--- src/rtl/counter_10_if.sv ---
// rtl/counter_10_if.sv - enable/count/carry bundle of one BCD digit cell (optional load lines under COUNTER_10_LOAD_EN)
interface counter_10_if;
    logic       EN;
    logic [3:0] Q;
    logic       CO;
`ifdef COUNTER_10_LOAD_EN
    logic       nLD;
    logic [3:0] D;
`endif

`ifdef COUNTER_10_LOAD_EN
    modport master (output EN, output nLD, output D, input Q, input CO);
    modport slave  (input EN, input nLD, input D, output Q, output CO);
`else
    modport master (output EN, input Q, input CO);
    modport slave  (input EN, output Q, output CO);
`endif
endinterface

--- src/rtl/counter_10.sv ---
// rtl/counter_10.sv - modulo-MODULUS BCD digit counter with carry; COUNTER_10_LOAD_EN adds synchronous load
module counter_10 #(
    parameter int MODULUS   = 10,
    parameter int RESET_VAL = 0
) (
    input  logic          CP,
    input  logic          nCR,
    counter_10_if.slave   bus
);
    localparam logic [3:0] LAST  = 4'(MODULUS - 1);
    localparam logic [3:0] LIMIT = 4'(MODULUS);
    localparam logic [3:0] INIT  = 4'(RESET_VAL);

    generate
        if (MODULUS < 2 || MODULUS > 10 || RESET_VAL < 0 || RESET_VAL >= MODULUS) begin : g_bad_param
            $error("counter_10: MODULUS must be 2..10 and RESET_VAL below MODULUS");
        end
    endgenerate

    logic [3:0] q_r;

    always_ff @(posedge CP or negedge nCR) begin
        if (!nCR) begin
            q_r <= INIT;
`ifdef COUNTER_10_LOAD_EN
        end else if (!bus.nLD) begin
            // Out-of-range load values collapse to 0 so the digit never enters an illegal state.
            q_r <= (bus.D < LIMIT) ? bus.D : 4'd0;
`endif
        end else if (q_r > LAST) begin
            q_r <= 4'd0;
        end else if (bus.EN) begin
            q_r <= (q_r == LAST) ? 4'd0 : q_r + 4'd1;
        end
    end

    assign bus.Q  = q_r;
    // Carry is combinational so a chain of digits ripples within one cycle.
    assign bus.CO = bus.EN & (q_r == LAST);
endmodule

--- src/flat_wrapper.sv ---
// flat-port wrapper written by rule: the top's interface ports become plain ports
module counter_10_flat 
#(
    parameter int MODULUS   = 10,
    parameter int RESET_VAL = 0
)
  (CP, nCR, bus_EN, bus_Q, bus_CO);
  counter_10_if bus_i ();
  input  logic CP;
  input  logic nCR;
  input wire logic [$bits(bus_i.EN)-1:0] bus_EN;
  output wire logic [$bits(bus_i.Q)-1:0] bus_Q;
  output wire logic [$bits(bus_i.CO)-1:0] bus_CO;
  assign bus_i.EN = bus_EN;
  assign bus_Q = bus_i.Q;
  assign bus_CO = bus_i.CO;
  counter_10 #(.MODULUS(MODULUS), .RESET_VAL(RESET_VAL)) u_core (.CP(CP), .nCR(nCR), .bus(bus_i));
endmodule
--- config.mk ---
export PLATFORM = sky130hd
export DESIGN_NAME = counter_10_flat
export DESIGN_NICKNAME = d
export VERILOG_FILES = /design/src/rtl/counter_10_if.sv /design/src/rtl/counter_10.sv /design/src/flat_wrapper.sv
export SDC_FILE = /design/constraint.sdc
export NUM_CORES = 1
export LEC_CHECK = 0
export CAP_MARGIN = 10
export CORE_AREA = 2 2 39 41
export DETAILED_ROUTE_END_ITERATION = 12
export DIE_AREA = 0 0 41 43
export GPL_ROUTABILITY_DRIVEN = 0
export SLEW_MARGIN = 20
export SYNTH_ARGS = -nofsm -noshare
export SYNTH_HDL_FRONTEND = slang
export SYNTH_SLANG_ARGS = --single-unit
--- constraint.sdc ---
create_clock -name CP -period 1.3 [get_ports CP]
set_clock_uncertainty 0.2 [all_clocks]
set_input_delay 0.195 -clock CP [delete_from_list [all_inputs] [get_ports CP]]
set_output_delay 0.195 -clock CP [all_outputs]
set_load 0.01 [all_outputs]
==> run_results.csv <==
group,metric,value,unit
setup_path,worstPathRequired,900,ps
setup_path,worstSetupPathType,"flip-flop to output pin",
pwr,power_density,2260,mW/mm2
setup_path,cp.arrival,1220,ps
min_path,min_path_cells,4,
synth,synth_mux_area_share,10.5,%
place,port_buffers,7,
floorplan,initial_core_util,14.6,%
setup_path,endpoint_kind,"output pin",
finish,fin_nets,42,
pwr,p_comb_share,59.1,%
setup_path,r2r-start,"u_core.bus.Q[2]",
synth,synth-compound-area-share,9.88,%
synth,synth_top_area_share,49.4,%
timing,fin_crit_sh,125,%
synth,syn-instance-count,19,
global_routing,grt_max_degree,7,
timing,tightest_slew,183,ps
global_routing,grt_pass1_wl,814,um
timing,finalCriticalPeriod,1620,ps
synth,syn_area_per_cell,10.7,um2
timing,holdWs,313,ps
finish,nFillCells,154,
pwr,p_leak,0.191,nW
finish,final_cells,53,
pwr,p_int,0.000611,W
pwr,seq_power_share,23.8,%
pwr,p_sw_share,31.7,%
clock_network,clkTransAtPathRegs,40,ps
timing,setup_ws,-320,ps
synth,yosys_warnings,0,
finish,largest_register_ffs,4,
floorplan,die_h,43,um
synth,synth_xor_area_share,0,%
detailed_routing,drc,0,
clock_network,insertion_delay,240,ps
synth,synth-simple-area-share,30.2,%
detailed_routing,first_pass_iters,3,
detailed_routing,post_drt_wl_per_cell,11.0,um
synth,synth-adder-area-share,0,%
finish,antenna_cells,0,
clock_network,cts_tree,"built",
pwr,switchingPower,0.000284,W
run_status,violations,"negative setup slack",
timing,fmax,617,MHz
synth,ys_seq_elements,4,
synth,ys_types,14,
pwr,max-vdd-ir-drop,355,uV
clock_network,clk_path_buf_depth,2,
synth,synth.largest_area_cell,"dfrtp_1",
timing,rsz0062_at_grt,"yes",
finish,multi_input_area,116,um2
pwr,finalPower,0.000895,W
setup_path,cp-start-kind,"flip-flop",
finish,design_area,395,um2
finish,synthToLayoutAreaGrowth,95.1,%
global_routing,grt_usage,7.43,%
timing,maxSlewHeadroom,87.8,%
finish,register_area,100,um2
min_path,hp-start,"bus_EN",
synth,seq_area_frac_synth,49.4,%
setup_path,r2r_cells,4,
floorplan,core_area,0.00138,mm2
synth,synth_top_family_by_area,"simple AND/OR/NAND/NOR gates",
clock_network,clockRootBuffer,"clkbuf_4",
floorplan,pin_count,8,
place,dpl.cell_count,48,
synth,synth.cell_area,203,um2
global_routing,grt_pass1_vias,207,
floorplan,rows,14,
detailed_routing,avgViaCountPerCell,3.92,
global_routing,antenna_found_initial,0,
detailed_routing,first_iter_violations,5,
clock_network,htreeDepth,1,
synth,synth_area_leaders,"dfrtp_1 (49%), nand3b_1 (7.4%), mux2_2 (5.6%), a21bo_2 (4.9%), mux2i_1 (4.9%)",
floorplan,die_w,41,um
flow_run,maxCapViolCount,0,
clock_network,clock-sinks,4,
finish,drive_above_1_share,59.5,%
global_routing,grt.overflow.total,0,
synth,syn_nets,22,
detailed_routing,route.vias.total,208,
run_status,outcome,"finished with violations",
pwr,clkPwrFrac,17.1,%
timing,hold_viol,0,
place,postPlaceCellArea,340,um2
place,dp_hpwl,393,um
clock_network,cts_buffers,3,
setup_path,crit_fanout,2,
min_path,hold_path_class,"primary input to flip-flop",
timing,setup_violations,3,
setup_path,critical_path.startpoint,"u_core.bus.Q[2]",
detailed_routing,ant_nets,0,
timing,drv_slew,0,
floorplan,dieArea,0.00176,mm2
detailed_routing,wirelength,583,um
==> layer usage <==
layer	global-route usage, %	vias to the layer above	share of wire, %
met5	0	-	0
met1	7.07	97	36
li1	-	105	-
met3	3.14	0	4.1
met2	10.6	6	59
met4	8.00	0	0
==> cell type report <==
| cell class | instances | share of cell area, % |
|---|---|---|
| Multi-Input combinational cell | 15 | 29.4 |
| Clock buffer | 3 | 5.70 |
| Tap cell | 16 | 5.06 |
| Timing Repair Buffer | 15 | 34.5 |
| Sequential cell | 4 | 25.3 |
==> what timing repair did <==
item	4_1_cts	5_1_grt
pin swaps	0	1
setup buffers	1	1
gates cloned	0	0
hold buffers	1	0
setup endpoints to repair	6	7
gates resized for setup	23	7
endpoints found under the hold margin	4	0
==> synthesized netlist by cell type (all sizes together) <==
library cell / count
a21bo: 1
nor2: 2
and3: 1
dfrtp: 4
mux2i: 1
nand3: 1
mux2: 1
nand3b: 2
and2b: 1
or3b: 1
o21ai: 1
a21oi: 1
or2: 1
nand2: 1
==> critical path: stages (launching register included) <==
cell and delay (ps):
dfrtp_1 370, or3b_4 410, nor2_2 80, buf_2 130
==> logic make-up (layout without fill, tap and decap cells) <==
| group | count (synthesis) | in the layout |
|---|---|---|
| and+or+nand+nor | 10 | 10 |
| DFF | 4 | 4 |
| AOI/OAI and AO/OA | 3 | 3 |
| muxes | 2 | 2 |
| buffers and inverters | 0 | 18 |
==> metrics by stage <==
step	TNS (ps)	setup WS [ps]	utilization [%]
after floorplan	-63.8	-63.8	-
after global placement	-1440	-517	24.6
after detailed placement	-1450	-521	24.6
after CTS	-327	-327	25.7
after global routing	-581	-364	28.6
final	-476	-320	28.6
==> power groups by stage <==
stage               logic, W  clock network, W  registers [W]
floorplan           0.000128                 0       0.000265
global placement    0.000430                 0       0.000202
detailed placement  0.000433                 0       0.000205
CTS                 0.000409          0.000162       0.000205
global route        0.000564          0.000170       0.000221
finish              0.000529          0.000153       0.000213
==> cells in the final DEF, fill, tap and decap left out, drive strengths merged <==
cell,Yosys,final
a21bo,1,1
clkbuf,0,3
o21ai,1,1
nand2,1,1
dlygate4sd2,0,1
dlygate4sd3,0,1
and2b,1,1
mux2,1,1
or3b,1,1
buf,0,12
dfrtp,4,4
mux2i,1,1
a21oi,1,1
and3,1,1
or2,1,1
nand3,1,1
nor2,2,2
nand3b,2,2
clkdlybuf4s50,0,1
==> path summary, 6_finish.rpt <==
kind | endpoint | slack [ps]
setup / recovery | bus_CO | -320
hold reg to reg | u_core.bus.Q[1] | 340
min in group asynchronous | u_core.bus.Q[2] | 500
hold / removal | u_core.bus.Q[1] | 310
setup reg to reg | u_core.bus.Q[2] | -90
max in group asynchronous | u_core.bus.Q[0] | 230
No activity file was read; power rests on OpenSTA's default activity.
